<file path="src/rtl/car_request_pkg.sv">
// ---------------------------------------------------------------------------
// car_request_pkg
// Shared traffic-controller package. It holds the state encoding used by the
// car request FSM (and by the timer / state machine blocks that consume the
// car request), the default debounce length and the pending counter limit.
//
// Contents:
//   car_state_t        FSM state enum: IDLE=0, ARMED=1, SERVING=2
//   DEB_TICKS_DEFAULT  default number of stable tick_1ms strobes to accept a
//                      sensor level change
//   DEB_CNT_W          width of the debounce tick counter
//   PENDING_W          width of the pending arrival counter
//   PENDING_MAX        saturation value of the pending arrival counter
//   pending_next()     next value of the pending arrival counter
// ---------------------------------------------------------------------------
package car_request_pkg;

  typedef enum logic [1:0] {
    IDLE    = 2'd0,
    ARMED   = 2'd1,
    SERVING = 2'd2
  } car_state_t;

  localparam int DEB_TICKS_DEFAULT = 20;
  localparam int DEB_CNT_W         = 8;
  localparam int PENDING_W         = 4;

  localparam logic [PENDING_W-1:0] PENDING_MAX = 4'd15;

  // A serve empties the queue of arrivals; an arrival landing in the very
  // same cycle is not lost, so it becomes the first entry of the new queue.
  // Arrivals otherwise accumulate and stick at PENDING_MAX.
  function automatic logic [PENDING_W-1:0] pending_next(
    input logic [PENDING_W-1:0] cur,
    input logic                 serve,
    input logic                 arrival
  );
    logic [PENDING_W-1:0] nxt;
    nxt = cur;
    if (serve) begin
      nxt = arrival ? 4'd1 : 4'd0;
    end else if (arrival && (cur != PENDING_MAX)) begin
      nxt = cur + 4'd1;
    end
    return nxt;
  endfunction

endpackage

</file>
<file path="src/rtl/car_request_sync_debounce.sv">
// ---------------------------------------------------------------------------
// car_request_sync_debounce  (the sync_debounce block of car_request)
// Brings the asynchronous, bouncy side-road sensor into the clock domain
// through a two-flop synchronizer, then accepts a level change only after
// the synchronized level has differed from the accepted level for DEB_TICKS
// consecutive tick_1ms strobes.
//
// Parameters:
//   DEB_TICKS   stable ticks needed to accept a change, legal range 2..255
// Ports:
//   clk         system clock
//   rst         synchronous active-high reset
//   sensor_raw  raw car detector, asynchronous, high = car present
//   tick_1ms    single-cycle enable strobe pacing the debounce counter
//   debounced   registered, debounced sensor level
// ---------------------------------------------------------------------------
module car_request_sync_debounce
  import car_request_pkg::*;
#(
  parameter int DEB_TICKS = DEB_TICKS_DEFAULT
) (
  input  logic clk,
  input  logic rst,
  input  logic sensor_raw,
  input  logic tick_1ms,
  output logic debounced
);

  localparam logic [DEB_CNT_W-1:0] DEB_LAST = DEB_CNT_W'(DEB_TICKS - 1);

  logic                 s_meta;
  logic                 s_sync;
  logic [DEB_CNT_W-1:0] deb_cnt;

  // Two-flop synchronizer: s_meta may go metastable, s_sync is the first
  // point where the sensor may be used by any logic.
  always_ff @(posedge clk) begin
    if (rst) begin
      s_meta <= 1'b0;
      s_sync <= 1'b0;
    end else begin
      s_meta <= sensor_raw;
      s_sync <= s_meta;
    end
  end

  // Debounce counter and accepted level. Any cycle in which the synchronized
  // level agrees with the accepted level restarts the count, so only an
  // unbroken run of DEB_TICKS ticks of disagreement flips the level. The
  // flip happens on the tick that completes the run, which also restarts
  // the count for the next change.
  always_ff @(posedge clk) begin
    if (rst) begin
      deb_cnt   <= '0;
      debounced <= 1'b0;
    end else if (s_sync == debounced) begin
      deb_cnt <= '0;
    end else if (tick_1ms) begin
      if (deb_cnt == DEB_LAST) begin
        debounced <= ~debounced;
        deb_cnt   <= '0;
      end else begin
        deb_cnt <= deb_cnt + 1'b1;
      end
    end
  end

endmodule

</file>
<file path="src/rtl/car_request.sv">
// ---------------------------------------------------------------------------
// car_request
// Side-road car request logic for the traffic controller. The debounced
// sensor level is edge-detected to count arrivals; a small FSM latches a
// request (car) that the timer and state machine consume, drops it when
// the side-road green phase starts (serve), and refuses to re-request
// until the car that was served has left the sensor.
//
// Parameters:
//   DEB_TICKS    stable tick_1ms strobes to accept a sensor change (2..255)
// Ports:
//   clk          system clock (divided clock of the timer / state machine)
//   rst          synchronous active-high reset, one clock
//   sensor_raw   raw side-road car detector, asynchronous and bouncy
//   tick_1ms     single-cycle enable strobe pacing debouncing
//   serve        single-cycle pulse at the start of the side-road green
//   car          registered, latched car request
//   car_pulse    one-cycle strobe on each accepted arrival
//   debounced    registered, debounced sensor level
//   pending_cnt  arrivals since the last serve, saturating at 15
// ---------------------------------------------------------------------------
module car_request
  import car_request_pkg::*;
#(
  parameter int DEB_TICKS = DEB_TICKS_DEFAULT
) (
  input  logic                 clk,
  input  logic                 rst,
  input  logic                 sensor_raw,
  input  logic                 tick_1ms,
  input  logic                 serve,
  output logic                 car,
  output logic                 car_pulse,
  output logic                 debounced,
  output logic [PENDING_W-1:0] pending_cnt
);

  car_state_t state;
  logic       debounced_d;

  car_request_sync_debounce #(
    .DEB_TICKS (DEB_TICKS)
  ) u_sync_debounce (
    .clk        (clk),
    .rst        (rst),
    .sensor_raw (sensor_raw),
    .tick_1ms   (tick_1ms),
    .debounced  (debounced)
  );

  // One-cycle delayed copy of the debounced level for rising-edge detection.
  always_ff @(posedge clk) begin
    if (rst) begin
      debounced_d <= 1'b0;
    end else begin
      debounced_d <= debounced;
    end
  end

  // Both inputs of the edge detect are registers, so car_pulse is glitch
  // free and lasts exactly one cycle per accepted arrival.
  assign car_pulse = debounced & ~debounced_d;

  // Request FSM with car registered alongside the state so that car is high
  // exactly while the FSM sits in ARMED. An arrival in the same cycle as a
  // serve is a new car, so ARMED is kept rather than losing it. SERVING
  // waits for the served car to leave before a new arrival may arm again.
  always_ff @(posedge clk) begin
    if (rst) begin
      state <= IDLE;
      car   <= 1'b0;
    end else begin
      case (state)
        IDLE: begin
          if (car_pulse) begin
            state <= ARMED;
            car   <= 1'b1;
          end
        end
        ARMED: begin
          if (serve && !car_pulse) begin
            state <= SERVING;
            car   <= 1'b0;
          end
        end
        SERVING: begin
          if (!debounced) begin
            state <= IDLE;
          end
        end
        default: begin
          state <= IDLE;
          car   <= 1'b0;
        end
      endcase
    end
  end

  // Pending arrival counter: counts accepted arrivals since the last serve.
  always_ff @(posedge clk) begin
    if (rst) begin
      pending_cnt <= '0;
    end else begin
      pending_cnt <= pending_next(pending_cnt, serve, car_pulse);
    end
  end

endmodule

</file>
<file path="config.mk">
export PLATFORM = sky130hd
export DESIGN_NAME = car_request
export DESIGN_NICKNAME = d
export VERILOG_FILES = /design/src/rtl/car_request_pkg.sv /design/src/rtl/car_request_sync_debounce.sv /design/src/rtl/car_request.sv
export SDC_FILE = /design/constraint.sdc
export NUM_CORES = 1
export LEC_CHECK = 0
export ABC_AREA = 1
export BUFFER_PORTS_ARGS = -buffer_cell sky130_fd_sc_hd__buf_2
export CAP_MARGIN = 20
export CELL_PAD_IN_SITES_DETAIL_PLACEMENT = 0
export CELL_PAD_IN_SITES_GLOBAL_PLACEMENT = 1
export CORE_MARGIN = 2
export CORE_UTILIZATION = 40
export CTS_CLUSTER_SIZE = 25
export DETAILED_ROUTE_END_ITERATION = 8
export PLACE_DENSITY = 0.87
export SLEW_MARGIN = 10
export SYNTH_ARGS = -nofsm -noshare
export SYNTH_HDL_FRONTEND = slang
export SYNTH_SLANG_ARGS = --single-unit
</file>
<file path="constraint.sdc">
create_clock -name clk -period 1.5 [get_ports clk]
set_input_delay 0.225 -clock clk [delete_from_list [all_inputs] [get_ports clk]]
set_output_delay 0.225 -clock clk [all_outputs]
set_load 0.01 [all_outputs]
</file>
==> flow_summary.html, run 1 <==
<table>
<tr><th>Metric</th><th>Value</th></tr>
<tr><th colspan="2">Run status</th></tr>
<tr><td>Result of the run</td><td>finished clean</td></tr>
<tr><th colspan="2">Power and ir drop</th></tr>
<tr><td>Maximum VDD drop</td><td>0.000632 V</td></tr>
<tr><td>Proportion of total power due to net switching</td><td>0.219</td></tr>
<tr><td>Internal portion of total power</td><td>627 uW</td></tr>
<tr><td>Relative contribution of sequential cells to total power</td><td>0.638</td></tr>
<tr><td>Logic pwr share</td><td>0.049</td></tr>
<tr><td>Clock share of power</td><td>0.313</td></tr>
<tr><td>Power density over the cells</td><td>776 nW/um^2</td></tr>
<tr><td>LEAKAGE</td><td>0.000417 uW</td></tr>
<tr><td>Switching Power</td><td>176 uW</td></tr>
<tr><th colspan="2">Routing</th></tr>
<tr><td>Antenna violation net count after detailed routing</td><td>0</td></tr>
<tr><td>Final routed DRC violation total</td><td>0</td></tr>
<tr><td>Post-detailed-routing wire length</td><td>1600 um</td></tr>
<tr><td>Pre-Repair DR Iteration Count</td><td>4</td></tr>
<tr><td>Average via count per standard cell</td><td>4.74</td></tr>
<tr><td>First-iteration detailed-routing DRC count</td><td>18</td></tr>
<tr><td>Total via count in the routed design</td><td>778</td></tr>
<tr><td>Routed wire per std cell</td><td>9.78 um</td></tr>
<tr><th colspan="2">Worst setup path</th></tr>
<tr><td>CP Data Required Time</td><td>1.27 ns</td></tr>
<tr><td>Signal arrival time at the worst endpoint</td><td>1.16 ns</td></tr>
<tr><td>Worst setup path category</td><td>reg -&gt; out</td></tr>
<tr><td>Startpoint type of the worst setup path</td><td>flop</td></tr>
<tr><td>Critical Path Sink Type</td><td>output pin</td></tr>
<tr><td>Maximum fanout along the worst path</td><td>6</td></tr>
<tr><th colspan="2">Clocking</th></tr>
<tr><td>Post-CTS setup repair buffer count</td><td>0</td></tr>
<tr><td>Maximum level of the CTS H-tree</td><td>1</td></tr>
<tr><td>TritonCTS clock tree</td><td>yes</td></tr>
<tr><td>Worst-skew pair later-pin latency</td><td>0.29 ns</td></tr>
<tr><td>TritonCTS buffer count</td><td>3</td></tr>
<tr><td>Post-CTS Hold Fix Bufs</td><td>0</td></tr>
<tr><td>Resized cells post-CTS</td><td>0</td></tr>
<tr><td>Clock transition at the registers of the reported paths</td><td>0.11 ns</td></tr>
<tr><td>TritonCTS sink count</td><td>19</td></tr>
<tr><td>Worst-case clock buffer depth</td><td>2</td></tr>
<tr><td>Clock root buffer master</td><td>sky130_fd_sc_hd__clkbuf_4</td></tr>
<tr><th colspan="2">Min path</th></tr>
<tr><td>Type of the worst min-delay path</td><td>in -&gt; reg</td></tr>
<tr><th colspan="2">STA</th></tr>
<tr><td>Total negative slack for setup checks</td><td>0 ns</td></tr>
<tr><td>Final period util</td><td>0.927</td></tr>
<tr><td>Hold Violations, Final</td><td>0</td></tr>
<tr><td>Total setup violations reported at the end of the flow</td><td>0</td></tr>
<tr><td>Final Critical Period</td><td>1.39 ns</td></tr>
<tr><td>Setup skew after layout</td><td>0.00596 ns</td></tr>
<tr><td>Max-slew violation count</td><td>0</td></tr>
<tr><td>Worst relative slew slack</td><td>0.825</td></tr>
<tr><td>RSZ-0062 raised after global routing</td><td>no</td></tr>
<tr><td>Transition at the pin with the smallest max-transition slack</td><td>0.260 ns</td></tr>
<tr><td>Highest Clock Rate</td><td>720 MHz</td></tr>
<tr><th colspan="2">Synth</th></tr>
<tr><td>Synthesized-area fraction occupied by adder cells</td><td>0.0271</td></tr>
<tr><td>Mean cell area of the mapped netlist</td><td>7.57 um^2</td></tr>
<tr><td>Count of synthesis-stage warnings from yosys</td><td>0</td></tr>
<tr><td>Register bit count reported by yosys</td><td>19</td></tr>
<tr><td>Sequential share of the synthesized area</td><td>0.412</td></tr>
<tr><td>Synth area leaders</td><td>sky130_fd_sc_hd__dfxtp_1 (41%), sky130_fd_sc_hd__nor2_1 (11%), sky130_fd_sc_hd__nand2_1 (8.5%)</td></tr>
<tr><td>Fraction of the mapped netlist area in compound gates</td><td>0.0962</td></tr>
<tr><td>Synth area leader</td><td>sky130_fd_sc_hd__dfxtp_1</td></tr>
<tr><td>Post-Syn Instances</td><td>122</td></tr>
<tr><td>Post-synth net total</td><td>129</td></tr>
<tr><td>Synthesized area</td><td>923 um^2</td></tr>
<tr><td>Xor-xnor portion of the synthesized cell area</td><td>0.0474</td></tr>
<tr><td>Fraction of synthesized area in multiplexers</td><td>0</td></tr>
<tr><td>Share of Yosys cell area claimed by the top area cell type</td><td>0.412</td></tr>
<tr><td>Combinational family with the most area after synthesis</td><td>simple AND/OR/NAND/NOR gates</td></tr>
<tr><td>Synth unique cells</td><td>24</td></tr>
<tr><td>Simple-gate share of the synthesized area</td><td>0.355</td></tr>
<tr><th colspan="2">GRT</th></tr>
<tr><td>Largest net degree at the start of global routing</td><td>11</td></tr>
<tr><td>Number of global-route vias before repair</td><td>747</td></tr>
<tr><td>Initial antenna violation count</td><td>0</td></tr>
<tr><td>Overflow left after global routing</td><td>0</td></tr>
<tr><td>Global-route wire length before repair</td><td>2990 um</td></tr>
<tr><td>GRT Overall Usage</td><td>0.151</td></tr>
<tr><th colspan="2">Placed design</th></tr>
<tr><td>Post-detailed-placement half-perimeter wirelength</td><td>1320 um</td></tr>
<tr><td>Final GP Congestion</td><td>0.759</td></tr>
<tr><td>Buffers on Ports</td><td>11</td></tr>
<tr><td>Placed inst area</td><td>1010 um^2</td></tr>
<tr><th colspan="2">Finish</th></tr>
<tr><td>Fin area</td><td>1030 um^2</td></tr>
<tr><td>Layout overhead on the synthesized area</td><td>12.1%</td></tr>
<tr><td>Number of fill cells</td><td>232</td></tr>
<tr><td>Number of nets in the layout</td><td>144</td></tr>
<tr><td>Most common cell after layout, fill and taps aside</td><td>sky130_fd_sc_hd__nor2_1</td></tr>
<tr><td>Number of diodes</td><td>0</td></tr>
<tr><td>Highest-count cells in the layout ignoring fill and taps</td><td>sky130_fd_sc_hd__nor2_1 (27), sky130_fd_sc_hd__nand2_1 (21), sky130_fd_sc_hd__dfxtp_1 (19), sky130_fd_sc_hd__inv_1 (11), sky130_fd_sc_hd__buf_2 (11)</td></tr>
<tr><td>Fraction of final layout cells with drive strength greater than 1</td><td>0.221</td></tr>
<tr><th colspan="2">Floorplan</th></tr>
<tr><td>Die outline area</td><td>2710 um^2</td></tr>
<tr><td>Number of placement rows</td><td>17</td></tr>
<tr><td>Placeable core area</td><td>2190 um^2</td></tr>
<tr><td>Number of ports placed on the die boundary</td><td>12</td></tr>
<tr><td>Starting Density</td><td>0.421</td></tr>
<tr><td>Die Span Y</td><td>52.0 um</td></tr>
<tr><td>X dimension of the die</td><td>52.0 um</td></tr>
<tr><th colspan="2">Job</th></tr>
<tr><td>Max-capacitance violation count</td><td>0</td></tr>
</table>
==> worst paths after layout <==
path                                                              start                                 endpoint  cells after the start  slack, ns
worst min-delay path                                         sensor_raw        u_sync_debounce.s_meta$_SDFF_PP0_                      3       0.13
worst max register to register  u_sync_debounce.deb_cnt[0]$_SDFFE_PP0P_  u_sync_debounce.deb_cnt[2]$_SDFFE_PP0P_                      8       0.23
worst max-delay path             u_sync_debounce.debounced$_SDFFE_PP0P_                                car_pulse                      3       0.11
worst min register to register        u_sync_debounce.s_meta$_SDFF_PP0_        u_sync_debounce.s_sync$_SDFF_PP0_                      2       0.41
==> metal layers <==
layer / vias up / part of all wire / wire, um / global-route usage
met2: 13 / 0.49 / 789 / 0.238
met1: 349 / 0.46 / 740 / 0.186
met3: 4 / 0.027 / 44 / 0.0345
met4: 0 / 0.019 / 30 / 0.0877
li1: 412 / - / - / -
met5: - / 0 / 0 / 0
==> logic make-up after synthesis <==
| kind of cell | Yosys count |
|---|---|
| DFF | 19 |
| xor gates and xnor gates | 5 |
| adders and majority gates | 2 |
| and+or+nand+nor | 68 |
| AOI/OAI and AO/OA | 13 |
| buffers and inverters | 15 |
==> synth_stat cells, drive strengths merged <==
| master | instances |
|---|---|
| or2 | 1 |
| nand4 | 2 |
| o21ai | 1 |
| buf | 1 |
| a21oi | 8 |
| dfxtp | 19 |
| inv | 14 |
| xor2 | 4 |
| o211a | 1 |
| nand3 | 9 |
| a21o | 1 |
| xnor2 | 1 |
| nor2 | 31 |
| o21bai | 2 |
| ha | 2 |
| nand2 | 25 |
==> power groups by stage <==
stage	Clock, uW	Sequential, uW	Combinational [uW]
after floorplan	0	524	26.3
after global placement	0	524	38.7
after detailed placement	0	524	40.4
after CTS	266	512	40.5
after global routing	285	513	46.3
final	251	512	39.6
==> critical path: stages, from the launching register on <==
cell                      delay (ns)
sky130_fd_sc_hd__dfxtp_1        0.48
sky130_fd_sc_hd__inv_2          0.11
sky130_fd_sc_hd__nor2_8         0.14
sky130_fd_sc_hd__buf_2          0.15
==> per-stage QoR <==
step / setup slack [ns] / hold WS [ns] / utilization / cells / total power (uW)
final: 0.110 / 0.125 / 0.472 / 164 / 803
after global routing: 0.0387 / 0.112 / 0.472 / 164 / 844
after CTS: 0.0968 / 0.116 / 0.472 / 164 / 818
after detailed placement: 0.255 / 0.401 / 0.460 / 160 / 564
after global placement: 0.317 / 0.394 / 0.460 / 160 / 562
after floorplan: 0.360 / 0.332 / - / 122 / 550
==> registers in the layout (all words and copies together) (netlist names) <==
signal,count
u_sync_debounce.deb_cnt,8
debounced_d,1
pending_cnt,4
u_sync_debounce.s_sync,1
u_sync_debounce.debounced,1
u_sync_debounce.s_meta,1
state,2
car,1
==> cell type report <==
type	count	area [um^2]	area share
Inverter	14	52.6	0.0508
Multi-Input combinational cell	88	485	0.469
Sequential cell	19	380	0.368
Tap cell	28	35.0	0.0339
Clock buffer	4	26.3	0.0254
Timing Repair Buffer	11	55.1	0.0532
Note: power is estimated with default switching activity, not from simulation.
==> inputs of run 2 (changes only) <==
CORE_UTILIZATION = 42   (was 40)
CTS_BUF_LIST = sky130_fd_sc_hd__clkbuf_2 sky130_fd_sc_hd__clkbuf_4 sky130_fd_sc_hd__clkbuf_8   (was default)
PLACE_DENSITY = 0.9   (was 0.87)
==> flow_summary.html, run 2 (synthesis gave the netlist of run 1 again) <==
<table>
<tr><th>Metric</th><th>Value</th></tr>
<tr><th colspan="2">Clocking</th></tr>
<tr><td>Clock root buffer master</td><td>sky130_fd_sc_hd__clkbuf_4</td></tr>
<tr><td>Resized cells post-CTS</td><td>0</td></tr>
<tr><td>TritonCTS clock tree</td><td>yes</td></tr>
<tr><td>Maximum level of the CTS H-tree</td><td>1</td></tr>
<tr><td>TritonCTS buffer count</td><td>3</td></tr>
<tr><td>TritonCTS sink count</td><td>19</td></tr>
<tr><td>Worst-case clock buffer depth</td><td>2</td></tr>
<tr><td>Post-CTS Hold Fix Bufs</td><td>0</td></tr>
<tr><td>Post-CTS setup repair buffer count</td><td>0</td></tr>
<tr><td>Clock transition at the registers of the reported paths</td><td>0.10 ns</td></tr>
<tr><td>Worst-skew pair later-pin latency</td><td>0.29 ns</td></tr>
<tr><th colspan="2">STA</th></tr>
<tr><td>Final Critical Period</td><td>1.37 ns</td></tr>
<tr><td>Worst relative slew slack</td><td>0.815</td></tr>
<tr><td>Max-slew violation count</td><td>0</td></tr>
<tr><td>Worst slack on hold paths</td><td>0.132 ns</td></tr>
<tr><td>Min setup slack post-route</td><td>0.126 ns</td></tr>
<tr><td>Hold Violations, Final</td><td>0</td></tr>
<tr><td>Highest Clock Rate</td><td>728 MHz</td></tr>
<tr><td>Total setup violations reported at the end of the flow</td><td>0</td></tr>
<tr><td>Transition at the pin with the smallest max-transition slack</td><td>0.276 ns</td></tr>
<tr><td>RSZ-0062 raised after global routing</td><td>no</td></tr>
<tr><td>Final period util</td><td>0.916</td></tr>
<tr><td>Total negative slack for setup checks</td><td>0 ns</td></tr>
<tr><td>Setup skew after layout</td><td>0.00467 ns</td></tr>
<tr><th colspan="2">Floorplan</th></tr>
<tr><td>Die outline area</td><td>2590 um^2</td></tr>
<tr><td>Starting Density</td><td>0.457</td></tr>
<tr><td>X dimension of the die</td><td>50.9 um</td></tr>
<tr><td>Number of ports placed on the die boundary</td><td>12</td></tr>
<tr><td>Placeable core area</td><td>2020 um^2</td></tr>
<tr><td>Number of placement rows</td><td>16</td></tr>
<tr><td>Die Span Y</td><td>50.9 um</td></tr>
<tr><th colspan="2">Run status</th></tr>
<tr><td>Result of the run</td><td>finished clean</td></tr>
<tr><th colspan="2">Routing</th></tr>
<tr><td>Post-detailed-routing wire length</td><td>1650 um</td></tr>
<tr><td>Antenna violation net count after detailed routing</td><td>0</td></tr>
<tr><td>First-iteration detailed-routing DRC count</td><td>7</td></tr>
<tr><td>Pre-Repair DR Iteration Count</td><td>4</td></tr>
<tr><td>Average via count per standard cell</td><td>4.67</td></tr>
<tr><td>Total via count in the routed design</td><td>762</td></tr>
<tr><td>Routed wire per std cell</td><td>10.1 um</td></tr>
<tr><td>Final routed DRC violation total</td><td>0</td></tr>
<tr><th colspan="2">Placed design</th></tr>
<tr><td>Final GP Congestion</td><td>0.757</td></tr>
<tr><td>Post-detailed-placement half-perimeter wirelength</td><td>1300 um</td></tr>
<tr><td>Buffers on Ports</td><td>11</td></tr>
<tr><td>Placement Setup Slack</td><td>0.295 ns</td></tr>
<tr><th colspan="2">Finish</th></tr>
<tr><td>Number of fill cells</td><td>212</td></tr>
<tr><td>Number of nets in the layout</td><td>144</td></tr>
<tr><td>Highest-count cells in the layout ignoring fill and taps</td><td>sky130_fd_sc_hd__nor2_1 (27), sky130_fd_sc_hd__nand2_1 (21), sky130_fd_sc_hd__dfxtp_1 (19), sky130_fd_sc_hd__inv_1 (11), sky130_fd_sc_hd__buf_2 (11)</td></tr>
<tr><td>Fraction of final layout cells with drive strength greater than 1</td><td>0.228</td></tr>
<tr><td>Layout overhead on the synthesized area</td><td>12.3%</td></tr>
<tr><td>Most common cell after layout, fill and taps aside</td><td>sky130_fd_sc_hd__nor2_1</td></tr>
<tr><td>Largest regs</td><td>u_sync_debounce.deb_cnt x8, pending_cnt x4, state x2</td></tr>
<tr><td>Number of diodes</td><td>0</td></tr>
<tr><td>Register name with the most flops</td><td>u_sync_debounce.deb_cnt</td></tr>
<tr><td>Flip-flop count of the largest register after layout</td><td>8</td></tr>
<tr><th colspan="2">Power and ir drop</th></tr>
<tr><td>Relative contribution of sequential cells to total power</td><td>0.628</td></tr>
<tr><td>Switching Power</td><td>171 uW</td></tr>
<tr><td>LEAKAGE</td><td>0.000420 uW</td></tr>
<tr><td>Internal portion of total power</td><td>645 uW</td></tr>
<tr><td>Maximum VDD drop</td><td>0.000652 V</td></tr>
<tr><td>Clock share of power</td><td>0.323</td></tr>
<tr><td>Proportion of total power due to net switching</td><td>0.209</td></tr>
<tr><td>Sum of internal, switching and leakage power</td><td>816 uW</td></tr>
<tr><td>Logic pwr share</td><td>0.048</td></tr>
<tr><td>Power density over the cells</td><td>787 nW/um^2</td></tr>
<tr><th colspan="2">Worst setup path</th></tr>
<tr><td>Worst setup slack for register-to-register paths</td><td>0.28 ns</td></tr>
<tr><td>Maximum fanout along the worst path</td><td>6</td></tr>
<tr><td>CP Data Required Time</td><td>1.27 ns</td></tr>
<tr><td>Reg2reg path depth</td><td>5</td></tr>
<tr><td>Reg-to-Reg End</td><td>pending_cnt[0]$_SDFFE_PP0P_</td></tr>
<tr><td>Critical Path Sink Type</td><td>output pin</td></tr>
<tr><td>FF-to-FF Start</td><td>pending_cnt[0]$_SDFFE_PP0P_</td></tr>
<tr><td>Startpoint type of the worst setup path</td><td>flop</td></tr>
<tr><td>Signal arrival time at the worst endpoint</td><td>1.15 ns</td></tr>
<tr><td>Worst setup path category</td><td>reg -&gt; out</td></tr>
<tr><th colspan="2">Min path</th></tr>
<tr><td>Worst hold stages</td><td>3</td></tr>
<tr><td>Type of the worst min-delay path</td><td>in -&gt; reg</td></tr>
<tr><td>Hold path start</td><td>sensor_raw</td></tr>
<tr><td>Min-Delay Endpoint</td><td>u_sync_debounce.s_meta$_SDFF_PP0_</td></tr>
<tr><th colspan="2">GRT</th></tr>
<tr><td>Initial antenna violation count</td><td>0</td></tr>
<tr><td>Global-route wire length before repair</td><td>3170 um</td></tr>
<tr><td>GRT Overall Usage</td><td>0.159</td></tr>
<tr><td>Largest net degree at the start of global routing</td><td>11</td></tr>
<tr><td>Number of global-route vias before repair</td><td>755</td></tr>
<tr><td>Overflow left after global routing</td><td>0</td></tr>
<tr><th colspan="2">Job</th></tr>
<tr><td>Max-capacitance violation count</td><td>0</td></tr>
</table>
[run 2: cell counts in the layout (fill, tap and decap cells not counted)]
Identical to the previous run, type by type.
[run 2: worst max-delay path, cell delays in order, from the launching register on]
cell                      delay (ns)
sky130_fd_sc_hd__dfxtp_1        0.46
sky130_fd_sc_hd__inv_2          0.11
sky130_fd_sc_hd__nor2_8         0.14
sky130_fd_sc_hd__buf_2          0.15
[run 2: layout make-up]
type                       count  area (um^2)  area share
multi-input combinational     88          485       0.468
inverter                      14         52.6      0.0507
timing repair buffer          11         55.1      0.0531
sequential                    19          380       0.367
tap                           27         33.8      0.0326
clock buffer                   4         30.0      0.0290
[run 2: worst max-delay path by stage]
stage / startpoint / to / slack, ns
after CTS: u_sync_debounce.debounced$_SDFFE_PP0P_ / car_pulse / 0.10
after global placement: u_sync_debounce.deb_cnt[0]$_SDFFE_PP0P_ / u_sync_debounce.debounced$_SDFFE_PP0P_ / 0.33
final: u_sync_debounce.debounced$_SDFFE_PP0P_ / car_pulse / 0.13
after floorplan: pending_cnt[0]$_SDFFE_PP0P_ / pending_cnt[0]$_SDFFE_PP0P_ / 0.36
after detailed placement: u_sync_debounce.deb_cnt[0]$_SDFFE_PP0P_ / u_sync_debounce.debounced$_SDFFE_PP0P_ / 0.30
after global routing: u_sync_debounce.debounced$_SDFFE_PP0P_ / car_pulse / 0.007
[run 2: layer usage]
layer  part of all wire  up-vias  GRT usage  routed length, um
li1                   -      411          -                  -
met1               0.48      346      0.199                790
met2               0.49        5      0.272                809
met3              0.031        0     0.0614                 52
met4                  0        0     0.0135                  0
met5                  0        -          0                  0
[run 2: power groups by stage]
| stage | Sequential (uW) | Clock (uW) | Combinational (uW) |
|---|---|---|---|
| floorplan | 524 | 0 | 26.3 |
| global placement | 524 | 0 | 39.1 |
| detailed placement | 524 | 0 | 40.2 |
| CTS | 513 | 279 | 40.1 |
| global route | 513 | 310 | 44.9 |
| finish | 512 | 264 | 39.5 |
[run 2: through the flow]
| step | instance area (um^2) | utilization | std cells |
|---|---|---|---|
| 2_1_floorplan | 923 | - | 122 |
| 3_3_place_gp | 1010 | 0.498 | 159 |
| 3_5_place_dp | 1010 | 0.498 | 159 |
| 4_1_cts | 1040 | 0.513 | 163 |
| 5_1_grt | 1040 | 0.513 | 163 |
| 6_report | 1040 | 0.513 | 163 |
